### src/rtl/keyed_stream_arb_mux.sv
// N-to-1 stream multiplexer with keyed or round-robin grant, burst locking
// and a one-entry registered output stage.
module keyed_stream_arb_mux #(
  parameter int NR_CH    = 4,
  parameter int KEY_LEN  = 2,
  parameter int DATA_LEN = 32,
  parameter int MODE     = 0,
  localparam int CH_W    = (NR_CH > 2) ? $clog2(NR_CH) : 1
) (
  input  logic                      clk,
  input  logic                      rst,
  input  logic [KEY_LEN-1:0]        sel_key,
  input  logic [NR_CH*KEY_LEN-1:0]  ch_key,
  input  logic [NR_CH-1:0]          in_valid,
  output logic [NR_CH-1:0]          in_ready,
  input  logic [NR_CH*DATA_LEN-1:0] in_data,
  input  logic [NR_CH-1:0]          in_last,
  output logic                      out_valid,
  input  logic                      out_ready,
  output logic [DATA_LEN-1:0]       out_data,
  output logic                      out_last,
  output logic [CH_W-1:0]           out_ch,
  output logic                      miss
);

  typedef enum logic {IDLE, LOCKED} state_t;

  state_t              state_reg, state_next;
  logic [CH_W-1:0]     lock_ch_reg, lock_ch_next;
  logic [CH_W-1:0]     rr_ptr_reg, rr_ptr_next;
  logic                out_valid_reg;
  logic [DATA_LEN-1:0] out_data_reg;
  logic                out_last_reg;
  logic [CH_W-1:0]     out_ch_reg;
  logic                miss_reg;

  logic [NR_CH-1:0]    key_hit;
  logic [DATA_LEN-1:0] ch_data [NR_CH];
  logic [CH_W:0]       key_pick, rr_pick_res;
  logic [CH_W-1:0]     grant;
  logic                grant_vld;
  logic                can_take;
  logic                xfer;
  logic                sel_last;

  generate
    for (genvar gi = 0; gi < NR_CH; gi++) begin : g_ch
      assign key_hit[gi]  = (ch_key[KEY_LEN*gi +: KEY_LEN] == sel_key);
      assign ch_data[gi]  = in_data[DATA_LEN*gi +: DATA_LEN];
      assign in_ready[gi] = grant_vld && (grant == CH_W'(gi)) && can_take;
    end
  endgenerate

  // Returns {found, index} of the first set bit at or after ptr, wrapping.
  function automatic logic [CH_W:0] first_from(input logic [NR_CH-1:0] v,
                                               input logic [CH_W-1:0]  ptr);
    logic [CH_W:0] res;
    int            idx;
    res = '0;
    for (int k = NR_CH - 1; k >= 0; k--) begin
      idx = int'(ptr) + k;
      if (idx >= NR_CH) idx = idx - NR_CH;
      if (v[idx]) res = {1'b1, CH_W'(idx)};
    end
    return res;
  endfunction

  assign key_pick    = first_from(key_hit, '0);
  assign rr_pick_res = first_from(in_valid, rr_ptr_reg);

  always_comb begin
    grant     = '0;
    grant_vld = 1'b0;
    if (state_reg == LOCKED) begin
      grant     = lock_ch_reg;
      grant_vld = 1'b1;
    end else if (MODE == 1) begin
      grant     = rr_pick_res[CH_W-1:0];
      grant_vld = rr_pick_res[CH_W];
    end else begin
      grant     = key_pick[CH_W-1:0];
      grant_vld = key_pick[CH_W];
    end
  end

  assign can_take = !out_valid_reg || out_ready;
  assign xfer     = grant_vld && can_take && in_valid[grant];
  assign sel_last = in_last[grant];

  always_comb begin
    state_next   = state_reg;
    lock_ch_next = lock_ch_reg;
    rr_ptr_next  = rr_ptr_reg;
    if (xfer) begin
      if (sel_last) begin
        state_next  = IDLE;
        rr_ptr_next = (grant == CH_W'(NR_CH - 1)) ? '0 : grant + 1'b1;
      end else begin
        state_next   = LOCKED;
        lock_ch_next = grant;
      end
    end
  end

  always_ff @(posedge clk) begin
    if (rst) begin
      state_reg     <= IDLE;
      lock_ch_reg   <= '0;
      rr_ptr_reg    <= '0;
      out_valid_reg <= 1'b0;
      out_data_reg  <= '0;
      out_last_reg  <= 1'b0;
      out_ch_reg    <= '0;
      miss_reg      <= 1'b0;
    end else begin
      state_reg   <= state_next;
      lock_ch_reg <= lock_ch_next;
      rr_ptr_reg  <= rr_ptr_next;
      // A load in the same cycle as a drain keeps out_valid high.
      if (xfer) begin
        out_valid_reg <= 1'b1;
        out_data_reg  <= ch_data[grant];
        out_last_reg  <= sel_last;
        out_ch_reg    <= grant;
      end else if (out_ready) begin
        out_valid_reg <= 1'b0;
      end
      miss_reg <= (state_reg == IDLE) && (MODE == 0) && !key_pick[CH_W];
    end
  end

  assign out_valid = out_valid_reg;
  assign out_data  = out_data_reg;
  assign out_last  = out_last_reg;
  assign out_ch    = out_ch_reg;
  assign miss      = miss_reg;

endmodule
### config.mk
export PLATFORM = sky130hd
export DESIGN_NAME = keyed_stream_arb_mux
export DESIGN_NICKNAME = d
export VERILOG_FILES = /design/src/rtl/keyed_stream_arb_mux.sv
export SDC_FILE = /design/constraint.sdc
export NUM_CORES = 1
export LEC_CHECK = 0
export CAP_MARGIN = 20
export CORE_MARGIN = 2
export CORE_UTILIZATION = 36
export CTS_CLUSTER_SIZE = 24
export DETAILED_ROUTE_END_ITERATION = 8
export GPL_ROUTABILITY_DRIVEN = 0
export PLACE_DENSITY = 0.88
export REMOVE_ABC_BUFFERS = 1
export SLEW_MARGIN = 40
export SYNTH_ARGS = -nofsm -noshare
export SYNTH_HDL_FRONTEND = slang
export SYNTH_SLANG_ARGS = --single-unit
### constraint.sdc
create_clock -name clk -period 2.3 [get_ports clk]
set_input_delay 0.46 -clock clk [delete_from_list [all_inputs] [get_ports clk]]
set_output_delay 0.46 -clock clk [all_outputs]
set_load 0.02 [all_outputs]
Word-level counts from Yosys, hierarchy flattened
Index checks and enable logic that the tools add are counted.
{"block": "totals", "wordCells": 52, "in_bits": 149, "output_inout_bits": 41, "register_bits": 40}
{"block": "classes", "magnitude_cmp": 2, "reduce_logical": 17, "n_eq_ne": 7, "muxes": 16, "n_bitwise": 3}
{"cell": "$bmux 32 s2", "count": 1}
{"cell": "$mux 32", "count": 2}
{"cell": "$mux 3", "count": 4}
{"cell": "$logic_and 1x1->1", "count": 11}
{"cell": "$eq 2x2->1", "count": 4}
{"cell": "$mux 1", "count": 6}
{"cell": "$bmux 1 s2", "count": 2}
{"cell": "$eq 2x2->1 const B", "count": 2}
{"cell": "$ge 3x3->1 const B", "count": 1}
{"cell": "$lt 2x3->1 const B", "count": 1}
{"cell": "$not 2->3", "count": 1}
{"cell": "$eq 2x1->1 const B", "count": 1}
{"cell": "$logic_not 1->1", "count": 2}
{"cell": "$logic_not 2->1", "count": 1}
{"cell": "$mux 2", "count": 1}
{"cell": "$not 1->1", "count": 2}
{"cell": "$reduce_and 2->1", "count": 1}
{"cell": "$reduce_bool 2->1", "count": 1}
{"cell": "$logic_or 1x1->1", "count": 1}

Logic depth before layout (Yosys ltp)
Gate-level depths: netlist (run 1).
{"block": "depth", "depth_word": 10, "mapped_depth": 10, "depth_no_buf": 7}

Least setup slack after synthesis (run 1)
Ideal clock, no wire load.
{"block": "synth_path", "path_kind": "input port to output port", "from": "input port sel_key[1]", "to": "output port in_ready[2]", "required_time_ns": 1.840, "path_stages": 5, "path_buffers": 0, "setup_slack_ns": 0.149, "arrival_time_ns": 1.691, "cell_sequence": "xor2_1 -> o2bb2ai_1 -> a31o_2 -> nand2_1 -> nor2_1"}
{"block": "synth_via", "elab_chain_cells": 9, "word_cells_on_any_way": 13, "cone_classes": "5 x eq/ne; 6 x mux; 2 x reduce/logical"}
{"element": "start, declared", "line_no": "12", "rtl": "input logic [KEY_LEN-1:0] sel_key,"}
{"element": "$eq 2x2->1", "line_no": "48", "rtl": "assign key_hit[gi] = (ch_key[KEY_LEN*gi +: KEY_LEN] == sel_key);"}
{"element": "$mux 3 (3 in a row)", "line_no": "63", "rtl": "if (v[idx]) res = {1'b1, CH_W'(idx)};"}
{"element": "$mux 3 *", "line_no": "63"}
{"element": "$mux 2", "line_no": "74", "rtl": "if (state_reg == LOCKED) begin"}
{"element": "$eq 2x2->1", "line_no": "50", "rtl": "assign in_ready[gi] = grant_vld && (grant == CH_W'(gi)) && can_take;"}
{"element": "$logic_and 1x1->1 * (2 in a row)", "line_no": "50"}
{"element": "end, declared", "line_no": "15", "rtl": "output logic [NR_CH-1:0] in_ready,"}
Mark *: on every way between the ends. The rest lies on a longest branch, timed or not.

Worst setup path after layout (run 1)
{"block": "layout_path", "from": "input port ch_key[0]", "to": "output port in_ready[1]"}
{"block": "layout_via", "elab_chain_cells": 6, "word_cells_on_any_way": 7, "cone_classes": "2 x eq/ne; 3 x mux; 2 x reduce/logical"}
{"element": "start, declared", "line_no": "13", "rtl": "input logic [NR_CH*KEY_LEN-1:0] ch_key,"}
{"element": "$eq 2x2->1 *", "line_no": "48"}
{"element": "$mux 3 *", "line_no": "63"}
{"element": "$mux 2", "line_no": "74"}
{"element": "$eq 2x1->1", "line_no": "50"}
{"element": "$logic_and 1x1->1 * (2 in a row)", "line_no": "50"}
Marks and branches as above.

==> results of run 1 <==
## routing by layer
metal  vias up  track usage
met5         -            0
met4         0       0.0833
met3        30       0.0575
met2       170        0.520
met1      1796        0.259
li1       1858            -
## repair_timing
item,4_1_cts,5_1_grt
pin swaps,10,14
gates cloned,3,1
resized for setup,57,36
setup endpoints to repair,43,42
buffers inserted,12,3
## cell type report
| cell class | count | share of cell area |
|---|---|---|
| Sequential cell | 40 | 0.150 |
| Multi-Input combinational cell | 356 | 0.368 |
| Clock buffer | 8 | 0.0169 |
| Timing Repair Buffer | 232 | 0.442 |
| Tap cell | 99 | 0.0232 |
## cells in the final DEF (no fill, tap or decap), drive strengths merged, types with 2 or more instances in the layout
cell           count
xnor2              4
nand2            169
nand3             98
clkbuf            13
clkdlybuf4s50    175
and2               2
xor2               4
a211oi             3
nor2              10
o21ai              6
buf               46
dfxtp             40
a21oi             39
nand4              2
dlygate4sd2        4
o2bb2ai            3
nand2b             2
## per-stage QoR
| step | total power [uW] | instances | hold slack [ns] | util |
|---|---|---|---|---|
| final | 4460 | 735 | 0.453 | 0.729 |
| after global placement | 3490 | 711 | 0.437 | 0.669 |
| after detailed placement | 3570 | 711 | 0.444 | 0.669 |
| after floorplan | 2320 | 396 | 0.501 | - |
| after global routing | 4750 | 735 | 0.476 | 0.729 |
| after CTS | 4380 | 734 | 0.455 | 0.718 |
## power by group
part,internal [uW],switching (uW),total (uW)
Combinational,1480,1490,2970
Sequential,880,120,1000
Clock,245,244,489
## path summary, 6_finish.rpt
check,slack [ns],to,cells past startpoint,from
setup / recovery,0.05,in_ready[1],8,ch_key[0]
hold / removal,0.45,out_data[30],2,out_data[30]
setup reg to reg,0.14,out_data[10],11,state_reg
hold reg to reg,0.45,out_data[30],2,out_data[30]
## kinds of logic (layout without fill, tap and decap cells)
| family | count (synthesis) | count (layout) | share of synthesized area |
|---|---|---|---|
| AO/OA/AOI/OAI | 60 | 60 | 0.153 |
| flip-flops | 40 | 40 | 0.290 |
| AND/OR/NAND/NOR | 287 | 287 | 0.464 |
| multiplexers | 1 | 1 | 0.00815 |
| XOR/XNOR | 8 | 8 | 0.0253 |
| buffers and inverters | 32 | 240 | 0.0597 |
## tightest hold or removal path, stage by stage, from the launching register on
cell	delay, ns
sky130_fd_sc_hd__dfxtp_1	0.31
sky130_fd_sc_hd__nand2_1	0.05
sky130_fd_sc_hd__a21oi_1	0.05
==> impl_summary.txt, run 1 <==
----------------------------------------------------
[Outcome]
  Outcome ... finished clean

[Floorplanning]
  Die Height ... 91.6 um
  X dimension of the die ... 91.6 um
  Number of standard-cell rows in the floorplan ... 31
  Starting density of the core ... 0.377
  Die Area ... 8390 um^2
  Boundary pin count ... 190
  Core region area ... 7330 um^2

[Yosys]
  Area contributors post-synth ... sky130_fd_sc_hd__dfxtp_1 (29%), sky130_fd_sc_hd__nand2_1 (23%), sky130_fd_sc_hd__nand3_1 (16%), sky130_fd_sc_hd__a21oi_1 (6.9%), sky130_fd_sc_hd__nand3_2 (3.6%)
  Main flop type after synthesis ... sky130_fd_sc_hd__dfxtp_1
  Number of library cell types mapped by synthesis ... 39
  Area share of the largest cell type after synthesis ... 0.290
  Cell type contributing the most total cell area after synthesis ... sky130_fd_sc_hd__dfxtp_1
  Warning count from the yosys run ... 0
  Number of flops mapped to enable cells by yosys ... 0
  Proportion of synthesized flip-flops having asynchronous set or reset ... 0
  Post-synthesis cell area ... 2760 um^2
  Gate count after technology mapping ... 428
  Synth Register Bits ... 40
  Most numerous cell in the Yosys netlist ... sky130_fd_sc_hd__nand2_1
  Mean cell area of the mapped netlist ... 6.46 um^2
  Leading cell types by count after synthesis ... sky130_fd_sc_hd__nand2_1 (169), sky130_fd_sc_hd__nand3_1 (88), sky130_fd_sc_hd__dfxtp_1 (40), sky130_fd_sc_hd__a21oi_1 (38), sky130_fd_sc_hd__clkbuf_1 (12)
  Share of the yosys chip area belonging to registers ... 0.290

[Routing]
  Top sig layer ... met4
  1st-pass router iterations ... 4
  Overall via count from detail_route ... 3854
  DRC ... 0
  Wire per inst ... 15.6 um
  Routed metal-1 wire length ... 4150 um
  Detailed route wirelength on metal2 ... 6160 um
  Met3 layer wire length in the routed design ... 842 um
  Antenna-violating nets left ... 0
  Average vias per placed instance ... 5.24
  Iter 0 DRT Violations ... 78
  Final wirelength ... 11500 um

[Pwr]
  Peak VDD IR ... 0.454 mV
  Power Density ... 835 nW/um^2
  Leak Pwr ... 0.00215 uW

[Placement]
  I/O Buffers ... 189
  Final HPWL from detailed placement ... 7980 um
  Worst slack after detailed placement ... -0.719 ns
  Placed inst area ... 4910 um^2

[Finish]
  Final #Nets ... 784
  Area occupied by multi-input gates ... 1960 um^2
  Number of flip-flops in the largest register ... 32
  Number of antenna repair diodes ... 0
  Share of cells above drive strength 1 ... 0.164
  P&R area growth vs syn ... 93.3%
  Number of filler instances in the final layout ... 595
  Register area ... 802 um^2
  Finished layout cell area ... 5340 um^2

[Global routing]
  Global-route wire length before repair ... 17500 um
  Maximum number of pins on one net before global-route repair ... 65
  Number of global-route vias before repair ... 3801
  Global routing usage summed across all routing layers ... 0.259
  GRT Residual Overflow ... 0
  Initial antenna violation count ... 0

[Clock network]
  Num CTS Buffers ... 5
  Maximum buffer depth of the clock tree ... 2
  Hold buffers post-CTS ... 0
  Clock-pin slew on the worst setup and hold paths ... 0.08 ns
  Clock network latency to the later pin of the worst-skew pair ... 0.29 ns
  TritonCTS clock tree ... done
  Depth of the CTS H-tree ... 2
  CTS Root Cell ... sky130_fd_sc_hd__clkbuf_8
  Number of clock sinks ... 40

[Setup path]
  Worst path top cell family by delay ... buffers and inverters
  Kind of start point of the critical path ... input port
  Critical-path cell list ... dlygate4sd2_1, xnor2_2, a21oi_4, buf_6, buf_4, a21boi_2, and2_1, buf_2
  Worst EP required ... 1.84 ns
  CP max FO ... 4
  Kind of end point of the critical path ... primary output
  Cell with the biggest individual delay on the critical path ... sky130_fd_sc_hd__dlygate4sd2_1
  Data arrival time at the worst-slack endpoint ... 1.79 ns
  Sum of buffers and inverters on the critical path ... 4
  Slowest cell delay on critical path ... 0.26 ns
  Type of the worst setup path ... in -> out

[Timing]
  Final Hold Vio Count ... 0
  Pins over their slew limit ... 0
  Fin crit share ... 0.980
  Clock period minus final worst setup slack ... 2.25 ns
  Worst-case clock skew ... 0.00807 ns
  Final setup slack of the worst path ... 0.0461 ns
  Highest clock frequency the design can meet ... 0.444 GHz
  Total setup violations reported at the end of the flow ... 0
  Final-layout setup total negative slack ... 0 ns
  Slew @ Worst Pin ... 0.646 ns
  Max-Slew Margin vs Limit ... 0.569

[Hold path]
  Worst hold path class ... reg -> reg

[Run]
  Number of violations of the max-capacitance limit ... 0

----------------------------------------------------
Power figures use the tool's default switching activity.
==> inputs of run 2 (changes only) <==
SLEW_MARGIN = 20   (was 40)
==> results of run 2 <==
Final layout, timing and power as in run 1 (identical DEF).
==> inputs of run 3 (changes only) <==
clock period = 2.4 ns   (was 2.3 ns; I/O delays follow)
==> impl_summary.txt, run 3 (synthesized netlist as in run 1, its figures left out) <==
----------------------------------------------------
[Outcome]
  Outcome ... finished clean

[Finish]
  Cell Count, Final, Fillers Out ... 727 (-1.1%)
  P&R area growth vs syn ... 91.8%
  Commonest cells after routing, fill and taps aside ... sky130_fd_sc_hd__clkdlybuf4s50_1 (175), sky130_fd_sc_hd__nand2_1 (168), sky130_fd_sc_hd__nand3_1 (88)
  Number of antenna repair diodes ... 0 (unchanged)
  Share of cells above drive strength 1 ... 0.140 (-0.0234)
  Number of flip-flops in the largest register ... 32 (unchanged)
  Commonest non-fill, non-tap cell in the layout ... sky130_fd_sc_hd__clkdlybuf4s50_1
  Final #Nets ... 776 (-1.0%)

[Floorplanning]
  Die Height ... 91.6 um (unchanged)
  Core region area ... 7330 um^2 (unchanged)
  Number of standard-cell rows in the floorplan ... 31 (unchanged)
  Boundary pin count ... 190 (unchanged)
  Die Area ... 8390 um^2 (unchanged)
  Starting density of the core ... 0.377 (unchanged)
  X dimension of the die ... 91.6 um (unchanged)

[Timing]
  Worst-case clock skew ... 0.00376 ns (-0.00431 ns)
  Final-layout setup total negative slack ... 0 ns (unchanged)
  Fin crit share ... 0.953
  Total setup violations reported at the end of the flow ... 0 (unchanged)
  Pins over their slew limit ... 0 (unchanged)
  Slew @ Worst Pin ... 0.465 ns (-0.181 ns)
  RSZ-0062 raised after global routing ... false
  Clock period minus final worst setup slack ... 2.29 ns
  Max-Slew Margin vs Limit ... 0.690 (+0.121)
  Final Hold Vio Count ... 0 (unchanged)
  Highest clock frequency the design can meet ... 0.437 GHz

[Routing]
  Wire per inst ... 15.1 um (-3.3%)
  Overall via count from detail_route ... 3708 (-3.8%)
  1st-pass router iterations ... 4 (unchanged)
  Iter 0 DRT Violations ... 79 (+1.3%)
  Final wirelength ... 11000 um (-4.3%)
  DRC ... 0 (unchanged)
  Average vias per placed instance ... 5.10 (-2.7%)
  Antenna-violating nets left ... 0 (unchanged)

[Clock network]
  CTS Root Cell ... sky130_fd_sc_hd__clkbuf_8
  Num CTS Buffers ... 5 (unchanged)
  Hold buffers post-CTS ... 0 (unchanged)
  TritonCTS clock tree ... done
  Depth of the CTS H-tree ... 2 (unchanged)
  Maximum buffer depth of the clock tree ... 2 (unchanged)
  Number of clock sinks ... 40 (unchanged)
  Clock-pin slew on the worst setup and hold paths ... 0.08 ns (about the same)
  Clock network latency to the later pin of the worst-skew pair ... 0.28 ns (about the same)

[Global routing]
  Maximum number of pins on one net before global-route repair ... 65 (unchanged)
  Initial antenna violation count ... 0 (unchanged)
  Global-route wire length before repair ... 15800 um (-9.9%)
  Global routing usage summed across all routing layers ... 0.229 (-0.0306)
  Number of global-route vias before repair ... 3343 (-12%)
  GRT Residual Overflow ... 0 (unchanged)

[Setup path]
  Kind of end point of the critical path ... flip-flop
  Data arrival time at the worst-slack endpoint ... 2.45 ns (+0.66 ns)
  Kind of start point of the critical path ... input port
  Worst EP required ... 2.56 ns (+0.72 ns)
  Worst path top cell family by delay ... compound AO/OA/AOI/OAI gates
  Type of the worst setup path ... in -> reg
  Critical-path cell list ... clkbuf_2, xnor2_2, a211oi_4, o2bb2ai_4, buf_4, buf_8, and4bb_1, a41o_1, nand2b_1, nor3b_2
  Cell with the biggest individual delay on the critical path ... sky130_fd_sc_hd__a211oi_4
  Slowest cell delay on critical path ... 0.36 ns (+0.10 ns)
  Sum of buffers and inverters on the critical path ... 3 (-1)
  CP max FO ... 4 (unchanged)

[Placement]
  I/O Buffers ... 189 (unchanged)
  Placed cell count ... 707 (-0.56%)
  Final HPWL from detailed placement ... 7490 um (-6.2%)

[Hold path]
  Worst hold path class ... reg -> reg

[Run]
  Number of violations of the max-capacitance limit ... 0 (unchanged)

[Pwr]
  Leak Pwr ... 0.00218 uW (+1.2%)
  Peak VDD IR ... 0.464 mV (+2.2%)
  Power Total ... 4170 uW (-6.4%)
  Power Density ... 787 nW/um^2 (-5.7%)

----------------------------------------------------
run 3: cell types whose count changed in the layout (fill, tap and decap cells not counted), moves of 3 or more:
cell,before,now
sky130_fd_sc_hd__dlymetal6s2s_1,0,8
sky130_fd_sc_hd__buf_4,24,20
sky130_fd_sc_hd__dlygate4sd2_1,4,0
sky130_fd_sc_hd__buf_6,11,4
sky130_fd_sc_hd__a21oi_1,30,35
sky130_fd_sc_hd__a21oi_2,8,3
sky130_fd_sc_hd__clkbuf_16,1,4
run 3: final cells by class:
class | instances | area, um^2
tap | 99 | 124
fill | 545 | 2030
multi-input combinational | 356 | 1940
clock buffer | 6 | 82.6
sequential | 40 | 801
clock inverter | 2 | 10.0
timing repair buffer | 224 | 2340
run 3: layer usage:
layer | share of wire | vias up | global-route usage
met4 | 0.015 | 0 | 0.0467
li1 | - | 1835 | -
met2 | 0.52 | 173 | 0.449
met1 | 0.38 | 1684 | 0.248
met5 | 0 | - | 0
met3 | 0.084 | 16 | 0.0493
run 3: path summary, 6_finish.rpt:
check / slack, ns / cells after the start / start / endpoint
setup / recovery: 0.11 / 10 / sel_key[1] / state_reg
hold / removal: 0.45 / 2 / out_data[3] / out_data[3]
setup reg to reg: 0.21 / 9 / state_reg / state_reg
hold reg to reg: 0.45 / 2 / out_data[3] / out_data[3]
run 3: worst min-delay path, delay by kind of cell, from the launching register on:
| kind | cells | cell delay (ns) |
|---|---|---|
| DFF | 1 | 0.31 |
| and+or+nand+nor | 1 | 0.05 |
| AOI/OAI and AO/OA | 1 | 0.05 |
run 3: metrics by stage:
| step | hold WS [ns] | cell area, um^2 | setup WS, ns | util |
|---|---|---|---|---|
| after floorplan | 0.501 | 2600 | -1.85 | - |
| after global placement | 0.437 | 4880 | -0.541 | 0.665 |
| after detailed placement | 0.442 | 4880 | -0.669 | 0.665 |
| after CTS | 0.453 | 5020 | 0.000226 | 0.685 |
| after global routing | 0.477 | 5300 | 0.0310 | 0.723 |
| final | 0.452 | 5300 | 0.113 | 0.723 |
run 3: power breakdown:
part / switching (uW) / internal, uW / total [uW]
logic: 1410 / 1350 / 2760
clock network: 230 / 229 / 460
registers: 109 / 842 / 951
total: 1750 / 2420 / 4170
run 3: what timing repair did:
| item | in CTS | in global routing |
|---|---|---|
| buffers inserted | 0 | 7 |
| gates cloned | 0 | 5 |
| resized for setup | 28 | 33 |
| endpoints found under the setup margin | 42 | 42 |
| pin swaps | 3 | 13 |
